<file path="config.mk">
export PLATFORM = sky130hd
export DESIGN_NAME = param_seq_adder_flat
export DESIGN_NICKNAME = d
export VERILOG_FILES = /design/src/rtl/param_arith_pkg.sv /design/src/rtl/param_seq_adder_if.sv /design/src/rtl/param_digit_adder.sv /design/src/rtl/param_seq_adder.sv /design/src/flat_wrapper.sv
export SDC_FILE = /design/constraint.sdc
export NUM_CORES = 1
export LEC_CHECK = 0
export ABC_CLOCK_PERIOD_IN_PS = 1800
export CAP_MARGIN = 20
export CORE_MARGIN = 3
export CORE_UTILIZATION = 45
export DETAILED_ROUTE_END_ITERATION = 8
export MAX_ROUTING_LAYER = met4
export PLACE_DENSITY_LB_ADDON = 0.2
export SLEW_MARGIN = 20
export SYNTH_ARGS = -nofsm -noshare
export SYNTH_HDL_FRONTEND = slang
export SYNTH_SLANG_ARGS = --single-unit
</file>
<file path="constraint.sdc">
create_clock -name clk -period 1.8 [get_ports clk]
set_input_delay 0.27 -clock clk [delete_from_list [all_inputs] [get_ports clk]]
set_output_delay 0.27 -clock clk [all_outputs]
set_load 0.02 [all_outputs]
</file>
<file path="src/rtl/param_arith_pkg.sv">
// param_arith_pkg: shared FSM state type and digit-serial sizing helpers.
package param_arith_pkg;
  typedef enum logic [1:0] {IDLE, RUN, DONE} state_e;
  function automatic int ndig(input int width, input int digit);
    return width / digit;
  endfunction
  function automatic int cnt_w(input int width, input int digit);
    return (width / digit) > 1 ? $clog2(width / digit) : 1;
  endfunction
endpackage

</file>
<file path="src/rtl/param_seq_adder_if.sv">
// param_seq_adder_if: operand/result handshake bundle.
// Ports: in_valid/in_ready/a/b/cin (operands in), out_valid/out_ready/sum/carry (result out).
interface param_seq_adder_if #(parameter int WIDTH = 8);
  logic             in_valid;
  logic             in_ready;
  logic [WIDTH-1:0] a;
  logic [WIDTH-1:0] b;
  logic             cin;
  logic             out_valid;
  logic             out_ready;
  logic [WIDTH-1:0] sum;
  logic             carry;
  modport master (output in_valid, a, b, cin, out_ready, input in_ready, out_valid, sum, carry);
  modport slave  (input in_valid, a, b, cin, out_ready, output in_ready, out_valid, sum, carry);
endinterface

</file>
<file path="src/rtl/param_digit_adder.sv">
// param_digit_adder: combinational DIGIT-bit adder with carry in/out.
// Ports: a_d, b_d (digit operands), c_in (carry in), s_d (digit sum), c_out (carry out).
module param_digit_adder #(parameter int DIGIT = 2) (
  input  logic [DIGIT-1:0] a_d,
  input  logic [DIGIT-1:0] b_d,
  input  logic             c_in,
  output logic [DIGIT-1:0] s_d,
  output logic             c_out
);
  assign {c_out, s_d} = {1'b0, a_d} + {1'b0, b_d} + {{DIGIT{1'b0}}, c_in};
endmodule

</file>
<file path="src/rtl/param_seq_adder.sv">
// param_seq_adder: digit-serial adder, DIGIT bits per clock, valid/ready in and out.
// Ports: clk, rst (async active-high), bus (slave side of param_seq_adder_if).
module param_seq_adder
  import param_arith_pkg::*;
#(
  parameter int WIDTH = 8,
  parameter int DIGIT = 2
) (
  input  logic               clk,
  input  logic               rst,
  param_seq_adder_if.slave   bus
);
  localparam int NDIG = ndig(WIDTH, DIGIT);
  localparam int CW   = cnt_w(WIDTH, DIGIT);
  if (WIDTH < 1 || DIGIT < 1 || WIDTH % DIGIT != 0) begin : g_bad_cfg
    $error("param_seq_adder: DIGIT (%0d) must divide WIDTH (%0d)", DIGIT, WIDTH);
  end
  state_e           state_q, state_d;
  logic [CW-1:0]    cnt_q, cnt_d;
  logic [WIDTH-1:0] opa_q, opa_d, opb_q, opb_d, sum_q, sum_d;
  logic             rc_q, rc_d, carry_q, carry_d;
  logic [DIGIT-1:0] dig_s;
  logic             dig_c;
  logic             last;
  // Operands shift right each RUN cycle, so the current digit is always the low slice.
  param_digit_adder #(.DIGIT(DIGIT)) u_dig (
    .a_d  (opa_q[DIGIT-1:0]),
    .b_d  (opb_q[DIGIT-1:0]),
    .c_in (rc_q),
    .s_d  (dig_s),
    .c_out(dig_c)
  );
  assign last = cnt_q == CW'(NDIG - 1);
  always_comb begin
    state_d = state_q;
    cnt_d   = cnt_q;
    opa_d   = opa_q;
    opb_d   = opb_q;
    rc_d    = rc_q;
    sum_d   = sum_q;
    carry_d = carry_q;
    if (state_q == IDLE && bus.in_valid) begin
      state_d = RUN;
      opa_d   = bus.a;
      opb_d   = bus.b;
      rc_d    = bus.cin;
      sum_d   = '0;
      carry_d = 1'b0;
      cnt_d   = '0;
    end else if (state_q == RUN) begin
      opa_d = opa_q >> DIGIT;
      opb_d = opb_q >> DIGIT;
      rc_d  = dig_c;
      sum_d[cnt_q*DIGIT +: DIGIT] = dig_s;
      // Counter parks on the last digit instead of wrapping.
      cnt_d   = last ? cnt_q : cnt_q + 1'b1;
      state_d = last ? DONE : RUN;
      carry_d = last ? dig_c : carry_q;
    end else if (state_q == DONE && bus.out_ready) begin
      state_d = IDLE;
    end
  end
  always_ff @(posedge clk or posedge rst) begin
    if (rst) begin
      state_q <= IDLE;
      cnt_q   <= '0;
      opa_q   <= '0;
      opb_q   <= '0;
      rc_q    <= 1'b0;
      sum_q   <= '0;
      carry_q <= 1'b0;
    end else begin
      state_q <= state_d;
      cnt_q   <= cnt_d;
      opa_q   <= opa_d;
      opb_q   <= opb_d;
      rc_q    <= rc_d;
      sum_q   <= sum_d;
      carry_q <= carry_d;
    end
  end
  assign bus.in_ready  = state_q == IDLE;
  assign bus.out_valid = state_q == DONE;
  assign bus.sum       = sum_q;
  assign bus.carry     = carry_q;
endmodule
</file>
<file path="src/flat_wrapper.sv">
// flat-port wrapper written by rule: the top's interface ports become plain ports
module param_seq_adder_flat import param_arith_pkg::*;
#(
  parameter int WIDTH = 8,
  parameter int DIGIT = 2
)
  (clk, rst, bus_in_valid, bus_a, bus_b, bus_cin, bus_out_ready, bus_in_ready, bus_out_valid, bus_sum, bus_carry);
  param_seq_adder_if #(.WIDTH(WIDTH)) bus_i ();
  input  logic clk;
  input  logic rst;
  input wire logic [$bits(bus_i.in_valid)-1:0] bus_in_valid;
  input wire logic [$bits(bus_i.a)-1:0] bus_a;
  input wire logic [$bits(bus_i.b)-1:0] bus_b;
  input wire logic [$bits(bus_i.cin)-1:0] bus_cin;
  input wire logic [$bits(bus_i.out_ready)-1:0] bus_out_ready;
  output wire logic [$bits(bus_i.in_ready)-1:0] bus_in_ready;
  output wire logic [$bits(bus_i.out_valid)-1:0] bus_out_valid;
  output wire logic [$bits(bus_i.sum)-1:0] bus_sum;
  output wire logic [$bits(bus_i.carry)-1:0] bus_carry;
  assign bus_i.in_valid = bus_in_valid;
  assign bus_i.a = bus_a;
  assign bus_i.b = bus_b;
  assign bus_i.cin = bus_cin;
  assign bus_i.out_ready = bus_out_ready;
  assign bus_in_ready = bus_i.in_ready;
  assign bus_out_valid = bus_i.out_valid;
  assign bus_sum = bus_i.sum;
  assign bus_carry = bus_i.carry;
  param_seq_adder #(.WIDTH(WIDTH), .DIGIT(DIGIT)) u_core (.clk(clk), .rst(rst), .bus(bus_i));
endmodule
</file>
# == Word-level counts from Yosys, hierarchy flattened ==
# Cells that the tools add are included.
# word_totals
ff_bits,30
latchBits,0
ramBits,0
rom_bits,0
out_inout_bits,11
n_memories,0
# op_classes
addsub,4
n_mul,0
div_mod_pow,0
n_lt_le_gt_ge,0
n_eq_ne,4
n_shift,2
n_mux,19
bitwise_logic,0
reduce_logical,8
# op_table
cell,count
$mux 8,6
$neg 3->34,1
$shift 2x34->8 const A,1
$shiftx 2x34->8,1
$mux 2,7
$bwmux 8,1
$mux 1,5
$eq 2x2->1 const B,2
$reduce_and 2->1,2
$reduce_bool 2->1,2
$add 2x2->3,1
$add 3x1->3,1
$reduce_bool 3->1,1
$add 2x1->2 const B,1
$eq 2x1->1 const B,1
$logic_and 1x1->1,2
$logic_not 2->1,1
$ne 2x2->1 const B,1

# == Longest topological paths before layout ==
# logic_depth
word_depth,6
ltp_mapped,5

# == Modules after synthesis ==
# From an unflattened synthesis, not the netlist that was laid out.
# unflattened
hier_cells,156
hier_area_um2,1498.9
# modules_own_cells
mod,instances,cells_per_inst,area_per_inst_um2,seq_area_each_um2
param_seq_adder,1,146,1428.9,750.7
param_digit_adder,1,10,70.1,0.0

# == Worst setup path before layout ==
# OpenSTA, ideal clock, no wires.
# synth_path
path_kind,register to register
startpoint,register u_core.rc_q
endpoint,register u_core.rc_q
t_arrival_ns,1.520
required_time_ns,1.682
path_slack_ns,0.162
stages_incl_launch_ff,5
path_buffers,0
synth_period_minus_slack_ns,1.638
cell_sequence,dfrtp_1 -> fa_1 -> fa_1 -> a22o_1 -> a21o_1
# synth_between
elab_chain_cells,3
# synth_rtl
item,line_no,rtl
start: declaration,param_seq_adder.sv:21,"logic rc_q, rc_d, carry_q, carry_d;"
start signal: assignment,param_seq_adder.sv:77,rc_q <= rc_d;
$add 3x1->3,param_digit_adder.sv:10,"assign {c_out, s_d} = {1'b0, a_d} + {1'b0, b_d} + {{DIGIT{1'b0}}, c_in};"
$mux 1,param_seq_adder.sv:50,end else if (state_q == RUN) begin
$mux 1,param_seq_adder.sv:42,if (state_q == IDLE && bus.in_valid) begin
# No other way between the ends. The select of a mux whose other input is x is not followed.
# A chain may end at the register's enable or synchronous reset.

# == Worst setup path after layout ==
# layout_path
startpoint,register u_core.opa_q[0]
endpoint,"register u_core.sum_q[5], in the netlist u_core.bus.sum[5]"
# layout_between
elab_chain_cells,6
# layout_rtl
item,line_no,rtl
start: declaration,param_seq_adder.sv:20,"logic [WIDTH-1:0] opa_q, opa_d, opb_q, opb_d, sum_q, sum_d;"
start signal: assignment,param_seq_adder.sv:75,opa_q <= opa_d;
$add 2x2->3,param_digit_adder.sv:10,
$add 3x1->3,param_digit_adder.sv:10,
$shiftx 2x34->8,param_seq_adder.sv:54,sum_d[cnt_q*DIGIT +: DIGIT] = dig_s;
$bwmux 8,param_seq_adder.sv:54,
$mux 8,param_seq_adder.sv:50,
$mux 8,param_seq_adder.sv:42,
end signal: assignment,param_seq_adder.sv:78,sum_q <= sum_d;
end: declaration,param_seq_adder.sv:20,
# No other way between the ends. The select of a mux whose other input is x is not followed.

==> reports/qor.txt <==
Status - complete, no violations
Worst Path Required - 2.04 ns
CP max FO - 4
Total Wirelength - 2910 um
Leading area contributor after synthesis - dfrtp_1
Antenna Nets Post-Route - 0
Crit-path most repeated cell - fa_2
FF-to-FF path depth - 4
Diodes inserted - 0
Setup-failing EPs final - 0
Final Cycle Share - 0.943
Total power - 0.00276 W
Via count - 1,134
Flops & latches, synth - 30
Sw power - 0.00109 W
Mapped cell area - 1480 um2
Lkg Pwr - 0.924 nW
Most numerous cell in the Yosys netlist - dfrtp_1
RSZ-0062 raised after global routing - yes
Crit path capture type - flip-flop
Post-synth cell types - 25
DR iter-0 viols - 56
Clk_lat worst skew - 0.32 ns
Largest net degree at the start of global routing - 31
Final hold vios - 0
Synth warnings - 0
Post-synthesis async set-or-reset flop share - 1.00
Internal power - 0.00167 W
Max Fclk - 589 MHz
I/O Buffers - 31
CTS hold repair buffers - 0
Worst slew pin tran - 0.368 ns
Critical path launch point type - flip-flop
DRT Pass-1 Iters - 4
Vias per cell - 5.27
Die width - 63.3 um
GPL Wtd Cong - 0.825
Placed Cells incl. Taps - 207
GRT Total Usage - 0.170
Pre-CTS setup slack - 0.0842 ns
Layout area overhead - 27.7%
Worst hold slack - 0.320 ns
Global-route wire length before repair - 5090 um
CP max-delay cell - fa_2
Finished Layout Cells - 215
Top post-synthesis cells by area - dfrtp_1 51%, a22o_1 10%, a21o_1 7.6%, nand2_1 3.8%, ha_1 3.4%
Clk_skew - 0.00380 ns
Cts bufs inserted - 5
Comb pwr share - 0.477
Initial Utilization - 0.477
WP data arrival - 1.94 ns
Seq/Total Area, Yosys - 0.508
Max VDD drop - 811 uV
CTS clock-pin slew for the worst setup and hold paths - 0.08 ns
Min-delay worst type - in2async
Worst path max stage delay - 0.58 ns
Number of global-route vias before repair - 1,150
Reg2reg setup slack - 0.10 ns
Die Area - 4010 um2
Post-synth top flop - dfrtp_1
DRC viols - 0
Share of cells above drive strength 1 - 0.111
Maxcap violations - 0
Syn_nets - 161
Nets - 198
Slew Viols, Final - 0
WS Path Type - reg2reg
Sequential share of power - 0.397
CTS H-tree lvls - 2
Initial antenna violation count - 0
Io pins - 32
Fin crit period - 1.70 ns
Post-DP HPWL - 2140 um
GR Overflow Total - 0
Post-synth EDFFs - 0
Synth top area share - 0.508
WL per Instance - 13.5 um
Slew headroom - 0.755
CTS tree - done
Pwr dens - 1460 nW/um2
Post-Synthesis Cells - 134
Worst path cell trace - fa_2, fa_2, nand4_1, a21oi_1
Core area - 3100 um2
Syn avg cell area - 11.0 um2
CTS root buf - clkbuf_4
Die H - 63.3 um
Switch share - 0.396
Clk pwr share - 0.126
Commonest cells in the netlist - 30 x dfrtp_1, 17 x a22o_1, 15 x a21o_1, 15 x nand2_1, 8 x a21oi_1
Clock tree buffer depth - 2
Final worst slack - 0.103 ns
Row count - 20
Clock sinks - 30
-- logic make-up after synthesis --
group	count (synthesis)	share of synthesized area
DFF	30	0.508
and+or+nand+nor	36	0.144
xor gates and xnor gates	1	0.00592
buffers and inverters	13	0.0508
adders and majority gates	6	0.0609
AOI/OAI and AO/OA	48	0.231
-- critical path, delay by kind of cell, from the launching register on --
family	cells	cell delay, ns
and+or+nand+nor	1	0.08
adders and majority gates	2	0.98
DFF	1	0.41
AOI/OAI and AO/OA	1	0.15
-- repair_timing --
action | 4_1_cts | 5_1_grt
endpoints found under the setup margin | 2 | 2
buffers inserted | 0 | 1
pin swaps | 0 | 5
gates resized for setup | 2 | 2
hold endpoints to repair | 0 | 0
-- flip-flops by register name (all words and copies together) (netlist names) --
| signal | cells |
|---|---|
| u_core.opa_q | 8 |
| u_core.state_q | 2 |
| u_core.rc_q | 1 |
| u_core.bus.carry | 1 |
| u_core.bus.sum | 8 |
| u_core.cnt_q | 2 |
| u_core.opb_q | 8 |
-- power by group through the flow --
stage               Clock (W)  Combinational [W]  Sequential [W]
floorplan                   0           0.000852         0.00115
global placement            0            0.00127         0.00110
detailed placement          0            0.00131         0.00111
CTS                  0.000366            0.00131         0.00110
global route         0.000394            0.00146         0.00113
finish               0.000346            0.00132         0.00110
-- final timing paths --
kind / start / end
setup / recovery: u_core.opa_q[0] / u_core.bus.sum[5]
hold / removal: rst / u_core.opb_q[4]
setup reg to reg: u_core.opa_q[0] / u_core.bus.sum[5]
hold reg to reg: u_core.opa_q[5] / u_core.opa_q[5]
max in group asynchronous: rst / u_core.bus.sum[0]
min in group clk: bus_b[6] / u_core.opb_q[6]
-- per-layer routing --
metal / GRT usage / up-vias / wire [um]
li1: - / 552 / -
met1: 0.204 / 538 / 1320
met2: 0.262 / 37 / 1360
met3: 0.0463 / 7 / 170
met4: 0.0863 / 0 / 55
met5: - / - / 0
-- through the flow --
stage / utilization / instance area (um2) / TNS, ns
6_report: 0.608 / 1890 / 0
2_1_floorplan: - / 1480 / 0
3_3_place_gp: 0.591 / 1830 / 0
3_5_place_dp: 0.591 / 1830 / 0
5_1_grt: 0.608 / 1890 / -0.0216
4_1_cts: 0.604 / 1880 / 0
-- cells in the final DEF (no fill, tap or decap) --
cell             netlist  final
nor2_1                 4      4
a22o_1                17     17
nand2b_1               3      3
ha_1                   4      4
nor4b_2                1      1
nand3b_1               2      2
nor3b_1                1      1
o21ai_0                5      5
dfrtp_1               30     30
o21ai_1                3      3
a21oi_1                8      8
clkdlybuf4s50_1        0     29
fa_2                   0      2
buf_4                  4      7
clkbuf_1               0      2
nand2_1               15     15
a21o_1                15     15
xnor2_1                1      1
clkbuf_4               0      5
nor2_4                 1      1
nor3b_2                2      2
inv_1                  5      5
nand4_1                4      4
nor4_2                 1      1
nand3_1                1      1
nor2b_1                1      1
dlygate4sd2_1          0      2
-- final cells by class --
class / count / area [um2]
sequential: 30 / 751
fill: 287 / 1210
multi-input combinational: 91 / 658
inverter: 5 / 18.8
timing repair buffer: 38 / 360
clock buffer: 7 / 45.0
tap: 44 / 55.1
Power figures use the tool's default switching activity.
